===== src/rtl/reg_file_ctrl_pkg.sv =====
// Shared definitions for the register-file command controller.
//   - command opcodes for the write and read frames
//   - FSM state encoding (also exported on the debug port)
//   - default widths and inter-byte timeout
package reg_file_ctrl_pkg;

  localparam int DEF_DATA_W  = 16;
  localparam int DEF_ADDR_W  = 3;
  localparam int DEF_TIMEOUT = 1023;

  localparam logic [7:0] CMD_WR = 8'hAA;
  localparam logic [7:0] CMD_RD = 8'hBB;

  typedef enum logic [3:0] {
    IDLE    = 4'd0,
    WR_ADDR = 4'd1,
    WR_DHI  = 4'd2,
    WR_DLO  = 4'd3,
    WR_EXEC = 4'd4,
    RD_ADDR = 4'd5,
    RD_EXEC = 4'd6,
    RD_WAIT = 4'd7,
    TX_HI   = 4'd8,
    TX_LO   = 4'd9
  } state_t;

endpackage


===== src/rtl/reg_file_ctrl_frame_timer.sv =====
// frame_timer: counts idle cycles while a frame is being collected.
// Ports:
//   CLK, RST  clock / asynchronous active-low reset
//   clear     zero the count (takes priority over run)
//   run       count this cycle
//   expired   one-cycle flag: count has reached TIMEOUT while running
// The owner leaves its collecting state when expired is seen, which drops
// run and clears the count, so expired lasts exactly one cycle.
module frame_timer
  import reg_file_ctrl_pkg::*;
#(
  parameter int TIMEOUT = DEF_TIMEOUT
) (
  input  logic CLK,
  input  logic RST,
  input  logic clear,
  input  logic run,
  output logic expired
);

  localparam int CNT_W = (TIMEOUT < 1) ? 1 : $clog2(TIMEOUT + 1);
  localparam logic [CNT_W-1:0] LIMIT = CNT_W'(TIMEOUT);

  logic [CNT_W-1:0] cnt_q;
  logic [CNT_W-1:0] cnt_d;

  always_comb begin
    cnt_d = cnt_q;
    if (clear) begin
      cnt_d = '0;
    end else if (run && (cnt_q != LIMIT)) begin
      cnt_d = cnt_q + 1'b1;
    end
  end

  always_ff @(posedge CLK or negedge RST) begin
    if (!RST) begin
      cnt_q <= '0;
    end else begin
      cnt_q <= cnt_d;
    end
  end

  assign expired = run && !clear && (cnt_q == LIMIT);

endmodule


===== src/rtl/reg_file_ctrl.sv =====
// reg_file_ctrl: decodes byte-serial command frames into register-file
// accesses and returns read data as two response bytes.
//   write frame: 0xAA, addr, data_hi, data_lo
//   read  frame: 0xBB, addr      -> response data_hi, data_lo
// Ports:
//   CLK, RST              clock / asynchronous active-low reset
//   RX_P_DATA, RX_D_VLD   incoming byte and its one-cycle strobe
//   TX_P_DATA, TX_D_VLD   response byte offered; transfers when TX_BUSY=0
//   TX_BUSY               transmitter back-pressure
//   RF_Address/WrData/WrEn/RdEn, RF_RdData   register-file port
//   CMD_ERR               one-cycle pulse on a rejected or aborted frame
//   dbg_state             current FSM state
//
// Handshake: TX byte moves on a rising edge where TX_D_VLD=1 and TX_BUSY=0;
// TX_D_VLD and TX_P_DATA are held unchanged while TX_BUSY=1. The RX side has
// no back-pressure: every RX_D_VLD strobe is consumed in the cycle it occurs.
module reg_file_ctrl
  import reg_file_ctrl_pkg::*;
#(
  parameter int DATA_W  = DEF_DATA_W,
  parameter int ADDR_W  = DEF_ADDR_W,
  parameter int TIMEOUT = DEF_TIMEOUT
) (
  input  logic              CLK,
  input  logic              RST,
  input  logic [7:0]        RX_P_DATA,
  input  logic              RX_D_VLD,
  output logic [7:0]        TX_P_DATA,
  output logic              TX_D_VLD,
  input  logic              TX_BUSY,
  output logic [ADDR_W-1:0] RF_Address,
  output logic [DATA_W-1:0] RF_WrData,
  output logic              RF_WrEn,
  output logic              RF_RdEn,
  input  logic [DATA_W-1:0] RF_RdData,
  output logic              CMD_ERR,
  output logic [3:0]        dbg_state
);

  state_t              state_q, state_d;
  logic [ADDR_W-1:0]   addr_q, addr_d;
  logic [7:0]          dhi_q, dhi_d;
  logic [ADDR_W-1:0]   rf_addr_q, rf_addr_d;
  logic [DATA_W-1:0]   rf_wrdata_q, rf_wrdata_d;
  logic [DATA_W-1:0]   resp_buf_q, resp_buf_d;
  logic [7:0]          tx_data_q, tx_data_d;
  logic                tx_vld_q, tx_vld_d;
  logic                cmd_err_q, cmd_err_d;

  logic timer_run;
  logic timer_clear;
  logic timer_expired;
  logic addr_bad;

  // Address bytes must fit the register-file address range.
  assign addr_bad = |(RX_P_DATA >> ADDR_W);

  // Idle time is only measured between bytes of a frame being collected.
  assign timer_run   = (state_q == WR_ADDR) || (state_q == WR_DHI) ||
                       (state_q == WR_DLO)  || (state_q == RD_ADDR);
  assign timer_clear = RX_D_VLD || !timer_run;

  frame_timer #(
    .TIMEOUT (TIMEOUT)
  ) u_frame_timer (
    .CLK     (CLK),
    .RST     (RST),
    .clear   (timer_clear),
    .run     (timer_run),
    .expired (timer_expired)
  );

  always_comb begin
    state_d     = state_q;
    addr_d      = addr_q;
    dhi_d       = dhi_q;
    rf_addr_d   = rf_addr_q;
    rf_wrdata_d = rf_wrdata_q;
    resp_buf_d  = resp_buf_q;
    tx_data_d   = tx_data_q;
    tx_vld_d    = tx_vld_q;
    cmd_err_d   = 1'b0;

    case (state_q)
      IDLE: begin
        if (RX_D_VLD) begin
          if (RX_P_DATA == CMD_WR) begin
            state_d = WR_ADDR;
          end else if (RX_P_DATA == CMD_RD) begin
            state_d = RD_ADDR;
          end else begin
            cmd_err_d = 1'b1;
          end
        end
      end

      WR_ADDR: begin
        if (RX_D_VLD) begin
          if (addr_bad) begin
            cmd_err_d = 1'b1;
            state_d   = IDLE;
          end else begin
            addr_d  = RX_P_DATA[ADDR_W-1:0];
            state_d = WR_DHI;
          end
        end else if (timer_expired) begin
          cmd_err_d = 1'b1;
          state_d   = IDLE;
        end
      end

      WR_DHI: begin
        if (RX_D_VLD) begin
          dhi_d   = RX_P_DATA;
          state_d = WR_DLO;
        end else if (timer_expired) begin
          cmd_err_d = 1'b1;
          state_d   = IDLE;
        end
      end

      WR_DLO: begin
        if (RX_D_VLD) begin
          // Address and data are loaded here so they are already on the
          // register-file port during the single WR_EXEC cycle.
          rf_addr_d   = addr_q;
          rf_wrdata_d = DATA_W'({dhi_q, RX_P_DATA});
          state_d     = WR_EXEC;
        end else if (timer_expired) begin
          cmd_err_d = 1'b1;
          state_d   = IDLE;
        end
      end

      WR_EXEC: begin
        cmd_err_d = RX_D_VLD;
        state_d   = IDLE;
      end

      RD_ADDR: begin
        if (RX_D_VLD) begin
          if (addr_bad) begin
            cmd_err_d = 1'b1;
            state_d   = IDLE;
          end else begin
            addr_d    = RX_P_DATA[ADDR_W-1:0];
            rf_addr_d = RX_P_DATA[ADDR_W-1:0];
            state_d   = RD_EXEC;
          end
        end else if (timer_expired) begin
          cmd_err_d = 1'b1;
          state_d   = IDLE;
        end
      end

      RD_EXEC: begin
        cmd_err_d = RX_D_VLD;
        state_d   = RD_WAIT;
      end

      RD_WAIT: begin
        // Read data is valid now; the high byte is offered straight away.
        cmd_err_d  = RX_D_VLD;
        resp_buf_d = RF_RdData;
        tx_data_d  = 8'(RF_RdData >> (DATA_W - 8));
        tx_vld_d   = 1'b1;
        state_d    = TX_HI;
      end

      TX_HI: begin
        cmd_err_d = RX_D_VLD;
        if (!TX_BUSY) begin
          tx_data_d = 8'(resp_buf_q);
          state_d   = TX_LO;
        end
      end

      TX_LO: begin
        cmd_err_d = RX_D_VLD;
        if (!TX_BUSY) begin
          tx_vld_d = 1'b0;
          state_d  = IDLE;
        end
      end

      default: begin
        state_d = IDLE;
      end
    endcase
  end

  always_ff @(posedge CLK or negedge RST) begin
    if (!RST) begin
      state_q     <= IDLE;
      addr_q      <= '0;
      dhi_q       <= '0;
      rf_addr_q   <= '0;
      rf_wrdata_q <= '0;
      resp_buf_q  <= '0;
      tx_data_q   <= '0;
      tx_vld_q    <= 1'b0;
      cmd_err_q   <= 1'b0;
    end else begin
      state_q     <= state_d;
      addr_q      <= addr_d;
      dhi_q       <= dhi_d;
      rf_addr_q   <= rf_addr_d;
      rf_wrdata_q <= rf_wrdata_d;
      resp_buf_q  <= resp_buf_d;
      tx_data_q   <= tx_data_d;
      tx_vld_q    <= tx_vld_d;
      cmd_err_q   <= cmd_err_d;
    end
  end

  // Exactly one strobe at all times: any non-write cycle is a harmless read.
  assign RF_WrEn    = (state_q == WR_EXEC);
  assign RF_RdEn    = ~RF_WrEn;
  assign RF_Address = rf_addr_q;
  assign RF_WrData  = rf_wrdata_q;
  assign TX_P_DATA  = tx_data_q;
  assign TX_D_VLD   = tx_vld_q;
  assign CMD_ERR    = cmd_err_q;
  assign dbg_state  = state_q;

endmodule

===== config.mk =====
export PLATFORM = sky130hd
export DESIGN_NAME = reg_file_ctrl
export DESIGN_NICKNAME = d
export VERILOG_FILES = /design/src/rtl/reg_file_ctrl_pkg.sv /design/src/rtl/reg_file_ctrl_frame_timer.sv /design/src/rtl/reg_file_ctrl.sv
export SDC_FILE = /design/constraint.sdc
export NUM_CORES = 1
export LEC_CHECK = 0
export BUFFER_PORTS_ARGS = -buffer_cell sky130_fd_sc_hd__buf_2
export CORE_MARGIN = 2
export CORE_UTILIZATION = 54
export DETAILED_ROUTE_END_ITERATION = 8
export PLACE_DENSITY = 0.78
export SETUP_SLACK_MARGIN = 0.05
export SLEW_MARGIN = 30
export SYNTH_ARGS = -nofsm -noshare
export SYNTH_HDL_FRONTEND = slang
export SYNTH_SLANG_ARGS = --single-unit

===== constraint.sdc =====
create_clock -name CLK -period 2.44 [get_ports CLK]
set_input_delay 0.244 -clock CLK [delete_from_list [all_inputs] [get_ports CLK]]
set_output_delay 0.244 -clock CLK [all_outputs]
set_load 0.01 [all_outputs]

# Word level (Yosys, flattened, before mapping)

Index checks and enable logic that the tools add are counted.

Bits in registers: 62
Bits in latches: 0
RAM bits: 0
Memory bits (read-only): 0
Input bits: 28
Output and inout bits: 35
Word-level logic and storage cells: 89
Memories: 0

$add $sub $neg: 1
Multipliers: 0
Div/mod/pow operators: 0
Magnitude comparators: 0
Equality and inequality tests: 20
Shift operators: 0
Mux-type cells: 31
Bitwise gates (word level): 2
Reductions and logical operators: 25

Operator list:

| operator                                                        | number |
|---|---|
| 4-bit two-way mux                                               | 10 |
| 4-bit case mux with 9 select lines                              | 1 |
| 10-bit two-way mux                                              | 2 |
| 4-bit by 3-bit == test with 1-bit output, second input constant | 4 |
| 8-bit == test, second input constant                            | 2 |
| 8-bit case mux with 2 select lines                              | 1 |
| 3-bit two-way mux                                               | 4 |
| 2-bit != test, second input constant                            | 6 |
| 10-bit by 1-bit adder with 10-bit output, second input constant | 1 |
| 10-bit == test, second input constant                           | 1 |
| 10-bit != test, second input constant                           | 1 |
| 5-bit OR reduction                                              | 2 |
| 4-bit by 2-bit == test with 1-bit output, second input constant | 2 |
| 4-bit == test, second input constant                            | 2 |
| 1-bit two-way mux                                               | 8 |
| 8-bit two-way mux                                               | 1 |
| 2-bit AND reduction                                             | 4 |
| 4-bit AND reduction                                             | 2 |
| 2-bit nonzero test                                              | 4 |
| 3-bit case mux with 2 select lines                              | 1 |
| 4-bit by 1-bit == test with 1-bit output, second input constant | 1 |
| 4-bit logical NOT                                               | 1 |
| 1-bit logical OR                                                | 4 |
| 1-bit case mux with 4 select lines                              | 1 |
| other kinds (8)                                                 | 13 |

# Depth between registers and ports, before layout

Depth after elaboration: 12
Mapped depth: 7
Gate-level depth less buffers: 6

# By module

A second synthesis with hierarchy kept.

Cells, all modules: 250
Area total of the unflattened synthesis: 3,091.7 µm²

By module, submodules not included:

| module        | instances | cells each | area an instance (µm²) |
|---|---|---|---|
| reg_file_ctrl | 1         | 190        | 2,501.1 |
| frame_timer   | 1         | 60         | 590.6 |

# Worst setup path before layout

OpenSTA, ideal clock, no wires.

Path type: register to register
Start point: register state_q[0], in the netlist dbg_state[0]
End point: register tx_data_q[5], in the netlist TX_P_DATA[5]
Data arrival time: 1,696 ps
Required time: 2,358 ps
Path slack: 662 ps
Cell stages (with the launch flop): 8
Cells stage by stage: dfrtp_1 > buf_2 > nor2_1 > nand2_1 > o21ai_1 > buf_4 > nor2_1 > a31oi_1

Cells in the longest elaborated chain, start to end: 3
Elaborated cells on any way between the ends: 6
Classes of those cells: eq/ne: 3; mux: 1; reduce/logical: 2

Ends and longest elaborated chain:

| item                                                                      | line                 | source |
|---|---|---|
| from (decl)                                                               | reg_file_ctrl.sv:40  | `state_t state_q, state_d;` |
| from (signal assigned)                                                    | reg_file_ctrl.sv:204 | `state_q <= state_d;` |
| 4-bit == test or 4-bit by 3-bit == test with 1-bit output (tied branches) | reg_file_ctrl.sv:84  | `case (state_q)` |
| 2-bit != test (no source line) or 2-bit nonzero test (tied branches)      | -                    |  |
| 2-bit AND reduction (no source line)                                      | -                    |  |
| to (signal assigned)                                                      | reg_file_ctrl.sv:210 | `tx_data_q <= tx_data_d;` |
| to (decl)                                                                 | reg_file_ctrl.sv:46  | `logic [7:0] tx_data_q, tx_data_d;` |

Several ways; a longest one is shown, not always the timed one.
A chain may end at the register's enable or synchronous reset.

# Final worst setup path

Start point: register state_q[3], in the netlist dbg_state[3]
End point: register tx_data_q[7], in the netlist TX_P_DATA[7]

The elaborated chain is that of the path after synthesis.

==> summary.txt <==
Outcome
  • Outcome: complete, no violations

Synth
  • Synth cell types: 42
  • Async SR Flop Fraction: 100%
  • Syn nets: 287
  • Post-synth top area cell: dfrtp_1
  • Post-synth EDFFs: 0
  • Top-area cell type share of the netlist area: 54.6%
  • Area contributors post-synth: dfrtp_1, mux2_2, nand2_1, nor2_1, a31oi_1
  • Netlist Area Pre-Place: 2840 um^2
  • Top_reg_cell synth: dfrtp_1
  • Post-synthesis cell count: 258
  • Sequential fraction of the synthesis area: 54.6%
  • Synthesized flop and latch total: 62
  • Synthesis warning total: 0
  • Avg Synthesized Cell Area: 11.0 um^2

CTS
  • Clk_lat worst skew: 330 ps
  • Num CTS Buffers: 9
  • H-tree depth: 3
  • Clock transition at path regs: 70 ps
  • Sink Count: 62
  • CTS tree: done
  • Clock Path Buffers: 2
  • Resize count post-CTS: 0
  • CTS Root Buffer Type: clkbuf_8

Critical path
  • Worst r2r src: dbg_state[3]
  • Crit path max-delay family: flip-flops
  • RR Endpoint: TX_P_DATA[7]
  • CP Max Fanout: 15
  • CP Cell Sequence: nor2b_1, nand2_1, o21ai_1, buf_4, nor2_1, a31oi_1
  • Critical path arrival: 2170 ps
  • CP max stage delay: 590 ps
  • R2r worst-path depth: 6
  • CP max stage cell: dfrtp_1
  • Req. time, crit path: 2680 ps
  • Worst Path Buf+Inv: 1
  • Critical path launch point type: flop
  • Critical path class: flop to flop
  • CP Launch Point: dbg_state[3]
  • Reg2reg setup slack: 510 ps
  • Critical Path End Type: flop

Timing
  • Layout Skew: 6.17 ps
  • Hold Vio Cnt, Final: 0
  • Slew of the pin with the lowest slew margin: 740 ps
  • Setup TNS: 0 ps
  • RSZ-0062 raised after global routing: no
  • Final worst slack: 512 ps
  • Max-slew headroom: 50.6%
  • Final period util: 79.0%
  • Setup violators final: 0
  • Tmin final: 1930 ps
  • Final number of max-transition violations: 0
  • F_max: 0.519 GHz
  • WHS: 147 ps

Hold path
  • Hold Path End: resp_buf_q[6]
  • HP Start: RF_RdData[6]
  • Hold crit path type: input pin to flop
  • Min-Delay Path Depth: 2

Floorplan
  • Die H: 76.5 um
  • Site Rows: 26
  • I/O pin cnt: 63
  • Chip Width: 76.5 um
  • DIE AREA: 5860 um^2
  • Starting Density: 55.6%
  • CORE AREA: 5110 um^2

Power and ir drop
  • Int Pwr: 2.64 mW
  • Lkg Pwr: 1.60 nW
  • Register share of total power: 43.5%
  • Psw: 1.29 mW
  • Logic pwr share: 32.6%
  • Switching Fraction: 32.8%
  • PnR Total Power: 3.93 mW
  • Worst ir drop on vdd: 0.633 mV
  • Clock power share: 23.9%
  • Pwr Density: 1130 nW/um^2

Route
  • Avg WL per Cell: 14.2 um
  • 1st-pass router iterations: 4
  • Initial DRC Count: 140
  • Number of remaining DRC errors: 0
  • Post-Route WL: 5760 um
  • Via density: 5.46
  • Post-DRT Antenna Nets: 0
  • Total number of vias: 2,213

Place
  • Pre-CTS setup slack: 539 ps
  • Post-placement cell area: 3270 um^2
  • Gpl congestion: 0.837
  • Placed insts: 389
  • Final HPWL DP: 4190 um
  • PortBufs: 62

GRT
  • Vias in the first global route: 2,115
  • Congestion Overflow GR: 0
  • Largest net degree at the start of global routing: 34
  • Gr usage total: 21.5%
  • First-pass GRT wire length: 9910 um
  • Initial antenna violation count: 0

Cells and area
  • Final core utilization: 68.1%
  • Most frequent cells in the layout: dfrtp_1, buf_2, mux2_2
  • Design area: 3480 um^2
  • Fraction of layout cells with a size suffix above 1: 37.3%
  • Antenna cells: 0
  • Fillers: 401
  • Non-filler cells, final: 405
  • Syn-to-layout area delta: 22.5%
  • Final Net Count: 360
  • Footprint of the multi-input gates: 1240 um^2
  • Register area: 1550 um^2

Flow run
  • Total of max-cap violations: 0
-- sequential cells by signal (all words and copies together) (netlist names) --
name,cells
RF_WrData,16
u_frame_timer.cnt_q,10
TX_P_DATA,8
dhi_q,8
resp_buf_q,8
dbg_state,4
RF_Address,3
addr_q,3
CMD_ERR,1
TX_D_VLD,1
-- worst max-delay path by stage --
| stage | end | slack [ps] | cells past startpoint |
|---|---|---|---|
| finish | TX_P_DATA[7] | 510 | 6 |
| global route | TX_P_DATA[7] | 290 | 6 |
| CTS | TX_P_DATA[7] | 540 | 6 |
| detailed placement | TX_P_DATA[7] | 540 | 6 |
| global placement | RF_WrData[8] | 580 | 4 |
| floorplan | TX_P_DATA[5] | 660 | 7 |
-- cells by family (layout without fill, tap and decap cells) --
group / Yosys count / in the layout / share of synthesized area [%]
AND/OR/NAND/NOR: 98 / 98 / 16.8
flip-flops: 62 / 62 / 54.6
AO/OA/AOI/OAI: 41 / 41 / 9.16
multiplexers: 39 / 39 / 15.3
buffers and inverters: 11 / 88 / 1.85
XOR/XNOR: 6 / 6 / 1.85
adder cells (fa/ha/maj): 1 / 1 / 0.440
-- layer usage --
metal / global-route usage, % / wire, um / vias to the layer above
met4: 10.7 / 117 / 0
li1: - / - / 1065
met2: 34.1 / 2780 / 61
met1: 28.5 / 2600 / 1078
met3: 4.03 / 264 / 9
met5: 0 / 0 / -
-- final cells by class --
cell class / instances / share of cell area [%]
Clock buffer: 10 / 3.67
Clock inverter: 5 / 2.16
Inverter: 2 / 0.216
Multi-Input combinational cell: 185 / 35.5
Sequential cell: 62 / 44.6
Tap cell: 70 / 2.52
Timing Repair Buffer: 71 / 11.3
-- timing repair --
item,in CTS,in global routing
buffers inserted,0,0
hold endpoints to repair,20,0
hold buffers,1,0
-- cell usage after synthesis (2+ instances only) --
master and number:
xor2_1 4, xnor2_1 2, nand2b_1 8, o31a_1 2
buf_2 3, nor4_1 2, o31ai_1 2, a21oi_1 7
mux2_2 35, nor2b_1 3, inv_1 2, dfrtp_1 62
nand4_1 2, nor2_1 30, a31oi_1 10, clkbuf_1 4
a211oi_1 4, o21ai_1 4, nand2_1 31, nor3_1 6
nand3_1 5, buf_4 2, o21ai_0 6, mux2i_1 4
-- power groups by stage --
stage                     registers (mW)  logic [mW]  clock network (mW)
final                               1.71        1.28               0.940
after global routing                1.78        1.43               0.994
after CTS                           1.71        1.30               0.956
after detailed placement            1.73        1.29                   0
after global placement              1.71        1.25                   0
after floorplan                     1.73       0.796                   0
(Power assumes the default switching activity.)
